### config.mk
export PLATFORM = sky130hd
export DESIGN_NAME = freq_display_driver
export DESIGN_NICKNAME = d
export VERILOG_FILES = /design/src/rtl/freq_display_driver.sv
export SDC_FILE = /design/constraint.sdc
export NUM_CORES = 1
export LEC_CHECK = 0
export CAP_MARGIN = 25
export CELL_PAD_IN_SITES_DETAIL_PLACEMENT = 1
export CELL_PAD_IN_SITES_GLOBAL_PLACEMENT = 1
export CORE_MARGIN = 2
export CORE_UTILIZATION = 48
export DETAILED_ROUTE_END_ITERATION = 8
export PLACE_DENSITY = 0.91
export SYNTH_ARGS = -nofsm -noshare
export SYNTH_HDL_FRONTEND = slang
export SYNTH_SLANG_ARGS = --single-unit
### constraint.sdc
create_clock -name sysclk -period 2.69 [get_ports sysclk]
set_clock_uncertainty 0.05 [all_clocks]
set_input_delay 0.269 -clock sysclk [delete_from_list [all_inputs] [get_ports sysclk]]
set_output_delay 0.269 -clock sysclk [all_outputs]
set_load 0.01 [all_outputs]
### src/rtl/freq_display_driver.sv
// Binary-to-BCD display driver: sequential shift-add-3 conversion feeding a
// 4-digit multiplexed common-anode 7-segment display with blanking and overflow.
module freq_display_driver #(
  parameter int BIN_W    = 14,
  parameter int SCAN_DIV = 100000
) (
  input  logic             sysclk,
  input  logic             rst_n,
  input  logic [BIN_W-1:0] value_in,
  input  logic             value_valid,
  output logic             busy,
  output logic             overflow,
  output logic [6:0]       cathodes,
  output logic [3:0]       AN
);

  localparam int CNT_W = (SCAN_DIV > 1) ? $clog2(SCAN_DIV) : 1;
  localparam int SH_W  = (BIN_W > 1) ? $clog2(BIN_W) : 1;
  localparam logic [CNT_W-1:0] CNT_LAST = CNT_W'(SCAN_DIV - 1);
  localparam logic [SH_W-1:0]  SH_LAST  = SH_W'(BIN_W - 1);

  typedef enum logic [1:0] {
    IDLE   = 2'd0,
    SHIFT  = 2'd1,
    COMMIT = 2'd2
  } state_t;

  state_t state, state_next;

  logic                   pend_full, pend_full_next;
  logic [BIN_W-1:0]       pend_val;
  logic [BIN_W-1:0]       bin_sr;
  logic [15:0]            bcd;
  logic [15:0]            bcd_adj;
  logic [16+BIN_W-1:0]    shifted;
  logic                   ovf_lat;
  logic [SH_W-1:0]        shift_cnt;
  logic                   busy_next;
  logic [15:0]            disp;
  logic [CNT_W-1:0]       scan_cnt;
  logic [1:0]             digit_idx;
  logic [3:0]             nib;
  logic                   blank;
  logic [6:0]             seg_next;
  logic [3:0]             an_next;

  function automatic logic [15:0] add3(input logic [15:0] b);
    logic [15:0] r;
    for (int i = 0; i < 4; i++) begin
      r[i*4 +: 4] = (b[i*4 +: 4] >= 4'd5) ? b[i*4 +: 4] + 4'd3 : b[i*4 +: 4];
    end
    return r;
  endfunction

  function automatic logic exceeds(input logic [BIN_W-1:0] v);
    return (32'(v) > 32'd9999);
  endfunction

  function automatic logic [6:0] seg_encode(input logic [3:0] d);
    case (d)
      4'd0:    return 7'b1000000;
      4'd1:    return 7'b1111001;
      4'd2:    return 7'b0100100;
      4'd3:    return 7'b0110000;
      4'd4:    return 7'b0011001;
      4'd5:    return 7'b0010010;
      4'd6:    return 7'b0000010;
      4'd7:    return 7'b1111000;
      4'd8:    return 7'b0000000;
      4'd9:    return 7'b0010000;
      default: return 7'b1111111;
    endcase
  endfunction

  // Conversion control: next state, pending slot and busy lookahead
  always_comb begin
    state_next     = state;
    pend_full_next = pend_full;
    case (state)
      IDLE:    if (value_valid || pend_full) state_next = SHIFT;
      SHIFT:   if (shift_cnt == SH_LAST) state_next = COMMIT;
      COMMIT:  state_next = IDLE;
      default: state_next = IDLE;
    endcase
    // IDLE consumes whatever is waiting; a fresh strobe there beats the slot
    if (state == IDLE) pend_full_next = 1'b0;
    else if (value_valid) pend_full_next = 1'b1;
    // Stay busy across the IDLE hop when another value is already queued
    busy_next = (state_next != IDLE) || pend_full_next;
  end

  always_ff @(posedge sysclk or negedge rst_n) begin
    if (!rst_n) begin
      state     <= IDLE;
      pend_full <= 1'b0;
      busy      <= 1'b0;
      shift_cnt <= '0;
    end else begin
      state     <= state_next;
      pend_full <= pend_full_next;
      busy      <= busy_next;
      shift_cnt <= (state == SHIFT) ? shift_cnt + 1'b1 : '0;
    end
  end

  // Shift-add-3 datapath
  always_comb begin
    bcd_adj = add3(bcd);
    shifted = {bcd_adj, bin_sr} << 1;
  end

  always_ff @(posedge sysclk) begin
    if (state != IDLE && value_valid) pend_val <= value_in;
    case (state)
      IDLE: begin
        bcd <= '0;
        if (value_valid) begin
          bin_sr  <= value_in;
          ovf_lat <= exceeds(value_in);
        end else if (pend_full) begin
          bin_sr  <= pend_val;
          ovf_lat <= exceeds(pend_val);
        end
      end
      SHIFT:   {bcd, bin_sr} <= shifted;
      default: ;
    endcase
  end

  // Display registers change only on COMMIT so a digit never shows a half result
  always_ff @(posedge sysclk or negedge rst_n) begin
    if (!rst_n) begin
      disp     <= '0;
      overflow <= 1'b0;
    end else if (state == COMMIT) begin
      disp     <= bcd;
      overflow <= ovf_lat;
    end
  end

  // Scan timing
  always_ff @(posedge sysclk or negedge rst_n) begin
    if (!rst_n) begin
      scan_cnt  <= '0;
      digit_idx <= 2'd0;
    end else if (scan_cnt == CNT_LAST) begin
      scan_cnt  <= '0;
      digit_idx <= digit_idx + 2'd1;
    end else begin
      scan_cnt  <= scan_cnt + 1'b1;
    end
  end

  // Segment selection with leading-zero blanking
  always_comb begin
    nib   = disp[3:0];
    blank = 1'b0;
    case (digit_idx)
      2'd0: nib = disp[3:0];
      2'd1: begin
        nib   = disp[7:4];
        blank = (disp[15:4] == 12'd0);
      end
      2'd2: begin
        nib   = disp[11:8];
        blank = (disp[15:8] == 8'd0);
      end
      default: begin
        nib   = disp[15:12];
        blank = (disp[15:12] == 4'd0);
      end
    endcase
    if (overflow)   seg_next = 7'b0111111;
    else if (blank) seg_next = 7'b1111111;
    else            seg_next = seg_encode(nib);
    an_next = ~(4'b0001 << digit_idx);
  end

  // AN and cathodes share one register stage so they always switch together
  always_ff @(posedge sysclk or negedge rst_n) begin
    if (!rst_n) begin
      AN       <= 4'b1111;
      cathodes <= 7'b1111111;
    end else begin
      AN       <= an_next;
      cathodes <= seg_next;
    end
  end

endmodule

==> flow_summary.toml <==
[status]
run_status = "finished, final reports clean"

[final_layout]
num-nets-final = 461
drive_gt1_frac = 0.133
n_antenna_cell = 0
layout-area-overhead-vs-synth_pct = 16.6

[synth]
post-synth-top-area-fraction = 0.293
synth.largest_area_cell = "edfxtp_1"
ys_seq_area_frac = 0.595
synth.distinct_cells = 37
synth_area_um2 = 4610
yosys_register_bits = 100
synth_fp_nets = 422
synth_edf_count = 45
netlist_top_cells_area = "edfxtp_1 (29%), dfrtp_1 (24%), dfstp_2 (6.3%)"
postSynthCellCount = 386
avgSynthCellArea_um2 = 11.9
async_reset_ff_frac = 0.550
yosys_warnings = 0
synthFlopType = "edfxtp_1"

[sta]
worst-slew-pin-transition_ns = 0.772
setup_total_negative_slack_ns = 0
maxClockFrequency_mhz = 407
max_slew_margin = 0.471
timing.final.hold_violations = 0
final-setup-viol-count = 0
layout_worst_path_cycle_share = 0.914
unrepaired_setup_endpoints_after_global_routing = "false"
worst_hold_slack_ns = 0.297
finalMaxSlewViolations = 0
period_needed_ns = 2.46

[placed_design]
place_hpwl_um = 7200
port_buffers = 29
gp_congestion = 0.802

[clocking]
ctsRootBufferMaster = "clkbuf_8"
cts_buffers = 9
cts.path.max_buffers = 2
ctsHtreeMaxLevel = 3
cts_tree = "done"
clock_insertion_delay_worst_skew_ns = 0.37
cts.reportedPaths.clkPinSlew_ns = 0.10
cts.sinks = 100

[global_route]
maximum_number_of_pins_on_one_net_before_global_route_repair = 47
grt_pass1_wl_um = 16900
vias_in_the_first_global_route = 3376
globalRouteOverflowTotal = 0
grt_use_total = 0.211
antenna_found_initial = 0

[worst_setup_path]
cp_slowest_cell = "or4b_4"
timing.setup.critical_path_class = "flop to flop"
max_stage_delay_ns = 0.59
worstReg2RegStart = "digit_idx[0]"
cp.arrival_ns = 2.71
crit_family = "simple AND/OR/NAND/NOR gates"
cp_data_required_time_ns = 2.94
cp_startpoint_kind = "flop"
endpoint_kind = "flop"
path_cells = "inv_1 -> ha_1 -> a222oi_1 -> mux2i_1 -> or4b_4 -> nand4_1"
setup_slack_on_the_worst_flop_to_flop_path_ns = 0.23
critPathBufInv = 1
critical_path.max_fanout = 9
cp-startpoint = "digit_idx[0]"

[floorplan]
design.die.area_um2 = 10400
dieHeight_um = 102
initial_utilization = 0.496
std_cell_rows = 35
design.portCount = 30
fp.dieW_um = 102
placeableCoreArea_um2 = 9280

[detailed_routing]
drt_first_pass_iters = 5
remaining_drc_errors = 0
wire_per_inst_um = 17.8
via_count = 3076
initialDrtViolationCount = 92
vias_per_cell = 5.50
number_of_nets_with_antenna_violations_after_detailed_routing = 0
wl_um = 9970

[power_and_ir_drop]
totalPowerFinal_mw = 5.22
peakVddDrop_mv = 0.374
power_leakage_nw = 2.24
power-per-cell-area_nw_per_um2 = 972

[job]
cap_violations = 0

[min_path]
hold_path.class = "input port to asynchronous set/reset pin"
[per-stage QoR]
step / instances / cell area (um^2) / utilization / setup WS, ns
global placement: 541 / 5070 / 0.546 / 0.527
floorplan: 386 / 4610 / - / 0.640
detailed placement: 541 / 5070 / 0.546 / 0.319
finish: 559 / 5370 / 0.579 / 0.231
CTS: 557 / 5340 / 0.575 / 0.264
global route: 559 / 5370 / 0.579 / 0.0626
[per-layer routing]
layer | GRT usage | routed length, um
met1 | 0.245 | 4140
met2 | 0.397 | 5450
met3 | 0.0301 | 229
met4 | 0.0728 | 143
met5 | 0 | 0
[where the power goes]
group | internal, mW | switching [mW] | total, mW
Clock | 0.718 | 0.537 | 1.26
Sequential | 2.16 | 0.293 | 2.45
Combinational | 0.650 | 0.864 | 1.51
[cell type report]
class	count	area, um^2
Tap cell	129	161
Clock inverter	7	145
Timing Repair Buffer	40	383
Multi-Input combinational cell	251	1730
Clock buffer	9	124
Inverter	23	86.3
Fill cell	988	3910
Sequential cell	100	2740
[what timing repair did]
action                                  CTS  global route
hold buffers                              0             1
endpoints found under the setup margin    0             0
setup buffers                             0             0
gates resized for setup                   0             0
endpoints found under the hold margin     0            12
[registers in the layout (all words and copies together), names as in the netlist, 2 cells and up]
signal     flops
scan_cnt      17
bcd           16
disp          16
bin_sr        14
pend_val      14
cathodes       7
AN             4
shift_cnt      4
digit_idx      2
state          2
[synth_stat cells (8+ instances only)]
library cell / n
edfxtp_1: 45
dfrtp_1: 44
nand2_1: 35
nor2_1: 30
o21ai_0: 28
inv_1: 23
ha_1: 19
mux2i_1: 18
xnor2_1: 16
mux2_2: 15
a21oi_1: 11
dfstp_2: 11
xor2_1: 9
clkbuf_1: 8
[path summary, 6_finish.rpt]
| path | endpoint | cells after the start |
|---|---|---|
| hold / removal | disp[10] | 2 |
| min in group sysclk | pend_val[3] | 1 |
| max in group asynchronous | AN[3] | 3 |
| setup / recovery | cathodes[0] | 6 |
| setup reg to reg | cathodes[0] | 6 |
| hold reg to reg | busy | 2 |
[cell usage in the layout (no fill, tap or decap), types with 2 or more instances in the layout]
master           instances
buf_4                    9
xnor2_1                 16
dfstp_2                 11
nor4_1                   5
bufinv_16                4
edfxtp_1                45
ha_1                    19
and2_1                   4
xor2_1                   9
o311ai_0                 2
nor2b_1                  7
a211oi_1                 7
a21oi_1                 11
inv_1                   23
mux2i_1                 18
nand2b_1                 4
inv_6                    2
nand4_1                  7
nor3b_1                  2
o21ai_0                 28
clkdlybuf4s50_1         28
nand2_1                 35
dfrtp_1                 44
and3_1                   3
mux2_2                  15
nand3_1                  7
a222oi_1                 4
clkbuf_8                 9
and4_1                   3
nor3_1                   7
nor2_1                  30
[kinds of logic after synthesis]
family          count (synthesis)  synth area share
compound gates                 56            0.0736
buf+inv                        35            0.0293
simple gates                  117             0.124
mux                            34            0.0787
fa+ha+maj                      19            0.0516
flops                         100             0.595
xor+xnor                       25            0.0475
[worst register-to-register path, stage by stage (launching register included)]
cell and delay (ns):
dfrtp_1 0.41, inv_1 0.11, ha_1 0.30, a222oi_1 0.47, mux2i_1 0.33, or4b_4 0.59
nand4_1 0.12
Power figures use the tool's default switching activity.
